$ cat src/rtl/multicycle_control_unit_if.sv
// Control bus between the multi-cycle control unit and the RV32I datapath:
// IR fields and status flow in, register/memory strobes and the ALU code flow out.
interface multicycle_control_unit_if #(
   parameter int ALUOP_W = 4
);
   logic [6:0]         Op;
   logic [2:0]         funct3;
   logic [6:0]         funct7;
   logic               zero;
   logic               mem_ready;
   logic [ALUOP_W-1:0] aluOp;
   logic               RUWr;
   logic               ir_wr;
   logic               pc_wr;
   logic               pc_src;
   logic               alu_src_imm;
   logic               mem_rd;
   logic               mem_wr;
   logic               wb_sel;
   logic               trap;
   logic [1:0]         trap_cause;

   modport master (
      input  Op, funct3, funct7, zero, mem_ready,
      output aluOp, RUWr, ir_wr, pc_wr, pc_src, alu_src_imm,
             mem_rd, mem_wr, wb_sel, trap, trap_cause
   );

   modport slave (
      output Op, funct3, funct7, zero, mem_ready,
      input  aluOp, RUWr, ir_wr, pc_wr, pc_src, alu_src_imm,
             mem_rd, mem_wr, wb_sel, trap, trap_cause
   );
endinterface

$ cat src/rtl/multicycle_control_unit.sv
// FETCH/DECODE/EXEC/MEM/WB sequencer for the multi-cycle RV32I datapath, with a
// memory-ready wait timeout and a sticky trap for illegal instructions or timeouts.
module multicycle_control_unit #(
   parameter int ALUOP_W  = 4,
   parameter int EN_OPIMM = 1,
   parameter int WAIT_MAX = 15
) (
   input logic                       clk,
   input logic                       rst_n,
   multicycle_control_unit_if.master bus
);

   localparam int CNT_W = (WAIT_MAX > 1) ? $clog2(WAIT_MAX + 1) : 1;

   localparam logic [3:0] ALU_AND  = 4'b0000;
   localparam logic [3:0] ALU_OR   = 4'b0001;
   localparam logic [3:0] ALU_ADD  = 4'b0010;
   localparam logic [3:0] ALU_SLL  = 4'b0011;
   localparam logic [3:0] ALU_SUB  = 4'b0100;
   localparam logic [3:0] ALU_SRL  = 4'b0101;
   localparam logic [3:0] ALU_SLT  = 4'b0110;
   localparam logic [3:0] ALU_XOR  = 4'b0111;
   localparam logic [3:0] ALU_SRA  = 4'b1000;
   localparam logic [3:0] ALU_SLTU = 4'b1001;

   localparam logic [6:0] OP_R      = 7'b0110011;
   localparam logic [6:0] OP_IMM    = 7'b0010011;
   localparam logic [6:0] OP_LOAD   = 7'b0000011;
   localparam logic [6:0] OP_STORE  = 7'b0100011;
   localparam logic [6:0] OP_BRANCH = 7'b1100011;

   typedef enum logic [2:0] {
      S_IDLE, S_FETCH, S_DECODE, S_EXEC, S_MEM, S_WB, S_TRAP
   } state_t;

   typedef enum logic [2:0] {
      C_RTYPE, C_OPIMM, C_LOAD, C_STORE, C_BRANCH
   } cls_t;

   typedef struct packed {
      logic       legal;
      cls_t       cls;
      logic [3:0] op;
   } dec_t;

   function automatic dec_t decode(input logic [6:0] op, input logic [2:0] f3,
                                   input logic [6:0] f7);
      dec_t d;
      logic is_imm;
      d.legal = 1'b1;
      d.cls   = C_RTYPE;
      d.op    = ALU_ADD;
      is_imm  = (op == OP_IMM);
      case (op)
         OP_R, OP_IMM: begin
            d.cls = is_imm ? C_OPIMM : C_RTYPE;
            if (is_imm && EN_OPIMM == 0) d.legal = 1'b0;
            case (f3)
               3'd0: begin
                  // OP-IMM has no SUBI, so funct7 carries immediate bits there
                  if (is_imm || f7 == 7'd0) d.op = ALU_ADD;
                  else if (f7 == 7'd32)     d.op = ALU_SUB;
                  else                      d.legal = 1'b0;
               end
               3'd1: begin
                  d.op = ALU_SLL;
                  if (f7 != 7'd0) d.legal = 1'b0;
               end
               3'd5: begin
                  if (f7 == 7'd0)       d.op = ALU_SRL;
                  else if (f7 == 7'd32) d.op = ALU_SRA;
                  else                  d.legal = 1'b0;
               end
               default: begin
                  case (f3)
                     3'd2:    d.op = ALU_SLT;
                     3'd3:    d.op = ALU_SLTU;
                     3'd4:    d.op = ALU_XOR;
                     3'd6:    d.op = ALU_OR;
                     default: d.op = ALU_AND;
                  endcase
                  if (!is_imm && f7 != 7'd0) d.legal = 1'b0;
               end
            endcase
         end
         OP_LOAD:  d.cls = C_LOAD;
         OP_STORE: d.cls = C_STORE;
         OP_BRANCH: begin
            d.cls = C_BRANCH;
            d.op  = ALU_SUB;
            if (f3[2:1] != 2'b00) d.legal = 1'b0;
         end
         default: d.legal = 1'b0;
      endcase
      return d;
   endfunction

   state_t     state;
   cls_t       cls_q;
   logic [CNT_W-1:0] cnt;
   logic [3:0] aluop_q;
   logic [1:0] cause_q;
   logic       bne_q, mem_rd_q, mem_wr_q, imm_q, ruwr_q, pcwr_q, wbsel_q, br_q, trap_q;
   dec_t       dec;
   logic       tmo;

   assign dec = decode(bus.Op, bus.funct3, bus.funct7);
   assign tmo = (WAIT_MAX != 0) && (cnt == CNT_W'(WAIT_MAX)) && !bus.mem_ready;

   always_ff @(posedge clk or negedge rst_n) begin
      if (!rst_n) begin
         state    <= S_IDLE;
         cls_q    <= C_RTYPE;
         cnt      <= '0;
         aluop_q  <= '0;
         cause_q  <= 2'b00;
         bne_q    <= 1'b0;
         mem_rd_q <= 1'b0;
         mem_wr_q <= 1'b0;
         imm_q    <= 1'b0;
         ruwr_q   <= 1'b0;
         pcwr_q   <= 1'b0;
         wbsel_q  <= 1'b0;
         br_q     <= 1'b0;
         trap_q   <= 1'b0;
      end else begin
         // Strobes are one-state pulses; each transition re-asserts what the next state needs
         mem_rd_q <= 1'b0;
         mem_wr_q <= 1'b0;
         imm_q    <= 1'b0;
         ruwr_q   <= 1'b0;
         pcwr_q   <= 1'b0;
         wbsel_q  <= 1'b0;
         br_q     <= 1'b0;
         case (state)
            S_IDLE: begin
               state    <= S_FETCH;
               cnt      <= '0;
               mem_rd_q <= 1'b1;
            end
            S_FETCH: begin
               if (bus.mem_ready) begin
                  state <= S_DECODE;
               end else if (tmo) begin
                  state   <= S_TRAP;
                  trap_q  <= 1'b1;
                  cause_q <= 2'b10;
               end else begin
                  cnt      <= cnt + 1'b1;
                  mem_rd_q <= 1'b1;
               end
            end
            S_DECODE: begin
               if (!dec.legal) begin
                  state   <= S_TRAP;
                  trap_q  <= 1'b1;
                  cause_q <= 2'b01;
               end else begin
                  state   <= S_EXEC;
                  cls_q   <= dec.cls;
                  aluop_q <= dec.op;
                  bne_q   <= bus.funct3[0];
                  imm_q   <= (dec.cls == C_OPIMM) || (dec.cls == C_LOAD) || (dec.cls == C_STORE);
                  br_q    <= (dec.cls == C_BRANCH);
               end
            end
            S_EXEC: begin
               case (cls_q)
                  C_BRANCH: begin
                     state    <= S_FETCH;
                     cnt      <= '0;
                     mem_rd_q <= 1'b1;
                  end
                  C_LOAD: begin
                     state    <= S_MEM;
                     cnt      <= '0;
                     mem_rd_q <= 1'b1;
                  end
                  C_STORE: begin
                     state    <= S_MEM;
                     cnt      <= '0;
                     mem_wr_q <= 1'b1;
                  end
                  default: begin
                     state  <= S_WB;
                     ruwr_q <= 1'b1;
                     pcwr_q <= 1'b1;
                  end
               endcase
            end
            S_MEM: begin
               if (bus.mem_ready) begin
                  if (cls_q == C_LOAD) begin
                     state   <= S_WB;
                     ruwr_q  <= 1'b1;
                     pcwr_q  <= 1'b1;
                     wbsel_q <= 1'b1;
                  end else begin
                     state    <= S_FETCH;
                     cnt      <= '0;
                     mem_rd_q <= 1'b1;
                  end
               end else if (tmo) begin
                  state   <= S_TRAP;
                  trap_q  <= 1'b1;
                  cause_q <= 2'b10;
               end else begin
                  cnt      <= cnt + 1'b1;
                  mem_rd_q <= (cls_q == C_LOAD);
                  mem_wr_q <= (cls_q != C_LOAD);
               end
            end
            S_WB: begin
               state    <= S_FETCH;
               cnt      <= '0;
               mem_rd_q <= 1'b1;
            end
            default: state <= S_TRAP;
         endcase
      end
   end

   // Handshake-qualified strobes must react to mem_ready/zero within the same cycle
   assign bus.ir_wr       = (state == S_FETCH) && bus.mem_ready;
   assign bus.pc_wr       = pcwr_q | br_q | (mem_wr_q & bus.mem_ready);
   assign bus.pc_src      = br_q & (bus.zero ^ bne_q);
   assign bus.aluOp       = ALUOP_W'(aluop_q);
   assign bus.RUWr        = ruwr_q;
   assign bus.alu_src_imm = imm_q;
   assign bus.mem_rd      = mem_rd_q;
   assign bus.mem_wr      = mem_wr_q;
   assign bus.wb_sel      = wbsel_q;
   assign bus.trap        = trap_q;
   assign bus.trap_cause  = cause_q;

endmodule

$ cat src/flat_wrapper.sv
// flat-port wrapper written by rule: the top's interface ports become plain ports
module multicycle_control_unit_flat 
#(
   parameter int ALUOP_W  = 4,
   parameter int EN_OPIMM = 1,
   parameter int WAIT_MAX = 15
)
  (clk, rst_n, bus_Op, bus_funct3, bus_funct7, bus_zero, bus_mem_ready, bus_aluOp, bus_RUWr, bus_ir_wr, bus_pc_wr, bus_pc_src, bus_alu_src_imm, bus_mem_rd, bus_mem_wr, bus_wb_sel, bus_trap, bus_trap_cause);
  multicycle_control_unit_if #(.ALUOP_W(ALUOP_W)) bus_i ();
  input logic clk;
  input logic rst_n;
  input wire logic [$bits(bus_i.Op)-1:0] bus_Op;
  input wire logic [$bits(bus_i.funct3)-1:0] bus_funct3;
  input wire logic [$bits(bus_i.funct7)-1:0] bus_funct7;
  input wire logic [$bits(bus_i.zero)-1:0] bus_zero;
  input wire logic [$bits(bus_i.mem_ready)-1:0] bus_mem_ready;
  output wire logic [$bits(bus_i.aluOp)-1:0] bus_aluOp;
  output wire logic [$bits(bus_i.RUWr)-1:0] bus_RUWr;
  output wire logic [$bits(bus_i.ir_wr)-1:0] bus_ir_wr;
  output wire logic [$bits(bus_i.pc_wr)-1:0] bus_pc_wr;
  output wire logic [$bits(bus_i.pc_src)-1:0] bus_pc_src;
  output wire logic [$bits(bus_i.alu_src_imm)-1:0] bus_alu_src_imm;
  output wire logic [$bits(bus_i.mem_rd)-1:0] bus_mem_rd;
  output wire logic [$bits(bus_i.mem_wr)-1:0] bus_mem_wr;
  output wire logic [$bits(bus_i.wb_sel)-1:0] bus_wb_sel;
  output wire logic [$bits(bus_i.trap)-1:0] bus_trap;
  output wire logic [$bits(bus_i.trap_cause)-1:0] bus_trap_cause;
  assign bus_i.Op = bus_Op;
  assign bus_i.funct3 = bus_funct3;
  assign bus_i.funct7 = bus_funct7;
  assign bus_i.zero = bus_zero;
  assign bus_i.mem_ready = bus_mem_ready;
  assign bus_aluOp = bus_i.aluOp;
  assign bus_RUWr = bus_i.RUWr;
  assign bus_ir_wr = bus_i.ir_wr;
  assign bus_pc_wr = bus_i.pc_wr;
  assign bus_pc_src = bus_i.pc_src;
  assign bus_alu_src_imm = bus_i.alu_src_imm;
  assign bus_mem_rd = bus_i.mem_rd;
  assign bus_mem_wr = bus_i.mem_wr;
  assign bus_wb_sel = bus_i.wb_sel;
  assign bus_trap = bus_i.trap;
  assign bus_trap_cause = bus_i.trap_cause;
  multicycle_control_unit #(.ALUOP_W(ALUOP_W), .EN_OPIMM(EN_OPIMM), .WAIT_MAX(WAIT_MAX)) u_core (.clk(clk), .rst_n(rst_n), .bus(bus_i));
endmodule
$ cat config.mk
export PLATFORM = sky130hd
export DESIGN_NAME = multicycle_control_unit_flat
export DESIGN_NICKNAME = d
export VERILOG_FILES = /design/src/rtl/multicycle_control_unit_if.sv /design/src/rtl/multicycle_control_unit.sv /design/src/flat_wrapper.sv
export SDC_FILE = /design/constraint.sdc
export NUM_CORES = 1
export LEC_CHECK = 0
export CORE_MARGIN = 10
export CORE_UTILIZATION = 53
export DETAILED_ROUTE_END_ITERATION = 10
export GPL_ROUTABILITY_DRIVEN = 0
export PLACE_DENSITY = 0.83
export SETUP_SLACK_MARGIN = 0.05
export SLEW_MARGIN = 20
export SYNTH_ARGS = -nofsm -noshare
export SYNTH_HDL_FRONTEND = slang
export SYNTH_SLANG_ARGS = --single-unit
$ cat constraint.sdc
create_clock -name clk -period 2.9 [get_ports clk]
set_input_delay 0.29 -clock clk [delete_from_list [all_inputs] [get_ports clk]]
set_output_delay 0.29 -clock clk [all_outputs]
set_load 0.02 [all_outputs]
# ---- Word-level counts from Yosys, hierarchy flattened
# Index checks and enable logic that the tools add are counted.
dict set report op_classes {
  n_addsub 1
  multipliers 0
  div 0
  magnitude_cmp 0
  n_eq_ne 32
  shifts 0
  muxes 58
  n_bitwise 5
  n_reduce_logical 25
}
# cell count
set op_table {}
lappend op_table {{two-way mux 4 bit} 8}
lappend op_table {{case mux 4 bit (4 select lines)} 2}
lappend op_table {{two-way mux 1 bit} 27}
lappend op_table {{== test 3 x 2 -> 1 bit, second input constant} 8}
lappend op_table {{== test 3 bit, second input constant} 7}
lappend op_table {{== test 7 x 6 -> 1 bit, second input constant} 3}
lappend op_table {{two-way mux 3 bit} 6}
lappend op_table {{case mux 3 bit (5 select lines)} 1}
lappend op_table {{case mux 3 bit (4 select lines)} 1}
lappend op_table {{case mux 4 bit (3 select lines)} 1}
lappend op_table {{OR reduction 2 bit} 6}
lappend op_table {{== test 3 x 1 -> 1 bit, second input constant} 3}
lappend op_table {{!= test 2 bit, second input constant} 4}
lappend op_table {{case mux 4 bit (2 select lines)} 1}
lappend op_table {{AND reduction 4 bit} 2}
lappend op_table {{== test 7 x 2 -> 1 bit, second input constant} 1}
lappend op_table {{== test 7 x 5 -> 1 bit, second input constant} 1}
lappend op_table {{== test 7 bit, second input constant} 1}
lappend op_table {{logical NOT 7 bit} 1}
lappend op_table {{nonzero test 7 bit} 1}
lappend op_table {{logical NOT 3 bit} 2}
lappend op_table {{two-way mux 2 bit} 3}
lappend op_table {{case mux 1 bit (2 select lines)} 3}
lappend op_table {{case mux 1 bit (3 select lines)} 2}
lappend op_table {{other kinds (18)} 26}
dict set report word_totals {
  ff_bits 24
  latch_bits 0
  ramBits 0
  romBits 0
  inputBits 21
  output_inout_bits 15
  mem_count 0
}

# ---- Depth between registers and ports, before layout
dict set report depth {
  word_depth 8
  depth_mapped 7
  depth_no_buf 5
}

# ---- Worst setup path before layout
# No wires, ideal clock.
dict set report synth_path {
  kind {input -> register}
  startpoint {input bus_mem_ready}
  endpoint {register u_core.cnt[0]}
  setup_time_ns 0.125
  arrival_time_ns 1.931
  required_time_ns 2.775
  slack_ns 0.844
  stages 6
  n_path_buf 1
  cell_sequence {clkbuf_1 > nor4bb_1 > a311oi_2 > o21ai_2 > nor3b_2 > mux2_2}
}
dict set report synth_via {
  elab_chain_cells 5
  elab_cells_between_ends 9
  cone_classes {eq/ne: 2; mux: 4; reduce/logical: 3}
}
# element line
set synth_rtl {}
lappend synth_rtl {{from (decl)} flat_wrapper.sv:16} ;# input wire logic [$bits(bus_i.mem_ready)-1:0] bus_mem_ready;
lappend synth_rtl {{logical NOT 1 bit} multicycle_control_unit.sv:108} ;# assign tmo = (WAIT_MAX != 0) && (cnt == CNT_W'(WAIT_MAX)) && !bus.mem_ready;
lappend synth_rtl {{logical AND 1 bit} multicycle_control_unit.sv:108}
lappend synth_rtl {{two-way mux 4 bit} -}
lappend synth_rtl {{two-way mux 4 bit (on tied branches)} -}
lappend synth_rtl {{case mux 4 bit (4 select lines)} multicycle_control_unit.sv:135} ;# case (state)
lappend synth_rtl {{to (signal assigned)} multicycle_control_unit.sv:149} ;# cnt <= cnt + 1'b1;
lappend synth_rtl {{to (signal assigned)} multicycle_control_unit.sv:208} ;# cnt <= cnt + 1'b1;
lappend synth_rtl {{to (decl)} multicycle_control_unit.sv:100} ;# logic [CNT_W-1:0] cnt;
# Several ways; a longest one is shown, not always the timed one. The select of a mux whose other input is x is not followed.
# A chain may end at the register's enable or synchronous reset.

# ---- Final worst setup path
dict set report layout_path {
  startpoint {register u_core.state[1]}
  endpoint {output bus_ir_wr}
}
dict set report layout_via {
  elab_chain_cells 2
}
# element line
set layout_rtl {}
lappend layout_rtl {{from (decl)} multicycle_control_unit.sv:98} ;# state_t state;
lappend layout_rtl {{from (signal assigned)} multicycle_control_unit.sv:112} ;# state <= S_IDLE;
lappend layout_rtl {{from (signal assigned)} multicycle_control_unit.sv:137} ;# state <= S_FETCH;
lappend layout_rtl {{from (signal assigned)} multicycle_control_unit.sv:143} ;# state <= S_DECODE;
lappend layout_rtl {{== test 3 x 1 -> 1 bit} multicycle_control_unit.sv:224} ;# assign bus.ir_wr = (state == S_FETCH) && bus.mem_ready;
lappend layout_rtl {{logical AND 1 bit} multicycle_control_unit.sv:224}
lappend layout_rtl {{to (decl)} flat_wrapper.sv:19} ;# output wire logic [$bits(bus_i.ir_wr)-1:0] bus_ir_wr;
# No other way between the ends.

==> results_dict.tcl <==
set metrics [dict create \
    clockPowerShare 0.143 \
    synth_area_mm2 0.00156 \
    fmax_mhz 419 \
    antenna_left 0 \
    placed_cells 224 \
    die_w_um 74.3 \
    place_area_mm2 0.00193 \
    powerDensity_mw_per_mm2 618 \
    overflow 0 \
    post_cts_resized 0 \
    num_vias 1419 \
    via_per_inst 6.22 \
    drt_iter0_drc 131 \
    diodes 0 \
    drv_slew 0 \
    final.min_clock_period_ns 2.39 \
    floorplan.die.height_um 74.3 \
    synth_area_leaders "dfrtp_1, mux2_4, nor2_1" \
    hold_viol 0 \
    startpoint_type "flop" \
    fin_tns_setup_ns 0 \
    synth-seq-area-share 0.385 \
    status "completed" \
    drive_gt1_frac 0.117 \
    clk_latency_ns 0.31 \
    yosys_warnings 0 \
    final_area_mm2 0.00196 \
    cts.path.max_buffers 2 \
    tightest_slew_ns 0.545 \
    peakVddDrop_mv 0.649 \
    fin_nets 220 \
    seqPwrFrac 0.415 \
    io-pin-count 36 \
    slew_headroom 0.636 \
    rsz0062_at_grt "false" \
    synth.distinct_cells 55 \
    cp_max_fo 18 \
    power_frac_comb 0.442 \
    ys.flop_type "dfrtp_1" \
    start_util 0.561 \
    required_ns 2.61 \
    cts.clk_slew.worst_paths_ns 0.12 \
    crit_type "reg -> out" \
    cts_buffers 3 \
    post_cts_buffers 0 \
    arrival_ns 2.10 \
    portBuffers 35 \
    area_delta_synth_final_pct 25.9 \
    ys_seq_elements 24 \
    yosys-top-cells-count "dfrtp_1, nor2_1, nand2_1" \
    syn_inst 163 \
    hold_ws_ns 0.312 \
    h-tree-depth 1 \
    cts_hold_buf 0 \
    hpwl_mm 3.22 \
    grt_max_degree 25 \
    grtUsageTotal 0.146 \
    min_path_type "in -> async" \
    synth_largest_area_cell "dfrtp_1" \
    internal_power_mw 0.722 \
    final_cells 228 \
    synth.avg_cell_area_um2 9.57 \
    swShare 0.405 \
    root_buffer "clkbuf_4" \
    setup_viol_count_final 0 \
    antenna_found_initial 0 \
    fp.coreArea_mm2 0.00278 \
    switching_power_mw 0.491 \
    fillers 240 \
    skew_ns 0.00335 \
    grt_pass1_wl_mm 6.47 \
    synth_most_common_cell "dfrtp_1" \
    drtPass1Iterations 4 \
    routed_wl_mm 3.96 \
    synth_top_area_frac 0.385 \
    wl_per_cell_um 17.4 \
    cts_tree "built" \
    cts_sinks 24 \
    fin_crit_sh 0.823 \
    grt_pass1_vias 1448 \
    die_area_mm2 0.00551 \
    synth_edf_count 0 \
    async_reset_ff_frac 1.00 \
    synth_fp_nets 185 \
    drc 0 \
    total_power_mw 1.21 \
    cp-end-kind "output port" \
    row_count 19 \
    p_leak_nw 0.851 \
    maxCapViolations 0 \
]
-- worst paths after layout --
check / cells after the start / slack [ns] / endpoint / start
setup reg to reg: 5 / 0.97 / u_core.cnt[0]$_DFFE_PN0P_ / u_core.cls_q[2]$_DFFE_PN0P_
setup / recovery: 2 / 0.51 / bus_ir_wr / u_core.state[1]$_DFF_PN0_
max in group asynchronous: 2 / 2.35 / u_core.bus.aluOp[0]$_DFFE_PN0P_ / rst_n
hold / removal: 2 / 0.31 / u_core.bus.wb_sel$_DFF_PN0_ / rst_n
hold reg to reg: 1 / 0.53 / u_core.bus.aluOp[0]$_DFFE_PN0P_ / u_core.bus.aluOp[0]$_DFFE_PN0P_
min in group clk: 1 / 0.53 / u_core.bus.aluOp[0]$_DFFE_PN0P_ / u_core.bus.aluOp[0]$_DFFE_PN0P_
-- power by group through the flow --
| stage | Clock, mW | Sequential (mW) | Combinational (mW) |
|---|---|---|---|
| after floorplan | 0 | 0.459 | 0.405 |
| after global placement | 0 | 0.498 | 0.503 |
| after detailed placement | 0 | 0.506 | 0.537 |
| after CTS | 0.179 | 0.500 | 0.538 |
| after global routing | 0.192 | 0.520 | 0.582 |
| final | 0.174 | 0.504 | 0.536 |
-- worst max-delay path, cell delays in order (launching register included) --
cell and delay, ns:
dfrtp_1 0.60, nor4bb_1 0.49, clkdlybuf4s50_1 0.69
-- through the flow --
| step | util | worst slack (ns) |
|---|---|---|
| after CTS | 0.706 | 0.529 |
| after global placement | 0.693 | 0.355 |
| after detailed placement | 0.693 | 0.243 |
| after floorplan | - | 0.844 |
| final | 0.706 | 0.514 |
| after global routing | 0.706 | 0.370 |
-- routing by layer --
layer	up-vias	global-route usage	routed length, um
li1	678	-	-
met2	53	0.267	2120
met4	0	0.0752	101
met1	680	0.156	1500
met3	8	0.0253	234
met5	-	0	0
-- layout make-up --
class                           count  area, um2  area share
Clock buffer                        4       36.3      0.0185
Inverter                            6       22.5      0.0115
Multi-Input combinational cell    124        886       0.451
Sequential cell                    24        601       0.306
Tap cell                           31       38.8      0.0197
Timing Repair Buffer               39        380       0.194
-- placed cells by master (no fill, tap or decap), drive strengths merged, types with 2 or more instances in the layout --
cell type       n
and2            2
nand4           2
mux2            8
o31ai           2
clkdlybuf4s50  35
and3            2
o21ai           6
o22a            2
nand4b          4
a311oi          2
dfrtp          24
nand3           5
a21oi           7
a31oi           5
a31o            2
nor2           15
nand2b          5
xor2            2
nor2b           6
or3b            2
inv             6
buf             4
nor3b           2
o211ai          2
nor3            5
a22o            2
nand2           9
a211o           4
clkbuf          4
a211oi          2
-- cells by family (layout without fill, tap and decap cells) --
logic type               count (synthesis)  in the layout  synth area share
AND/OR/NAND/NOR                         67             67             0.250
adder cells (fa/ha/maj)                  1              1           0.00802
buffers and inverters                   15             49            0.0473
XOR/XNOR                                 3              3            0.0168
multiplexers                             9              9            0.0810
flip-flops                              24             24             0.385
AO/OA/AOI/OAI                           44             44             0.212
-- flip-flops by register name, summed over array words and instances (netlist names) --
signal,cells
u_core.bus.wb_sel,1
u_core.bne_q,1
u_core.cls_q,3
u_core.bus.alu_src_imm,1
u_core.bus.trap_cause,2
u_core.bus.mem_rd,1
u_core.bus.aluOp,4
u_core.bus.RUWr,1
u_core.bus.mem_wr,1
u_core.br_q,1
u_core.state,3
u_core.cnt,4
u_core.bus.trap,1
(Power assumes the default switching activity.)
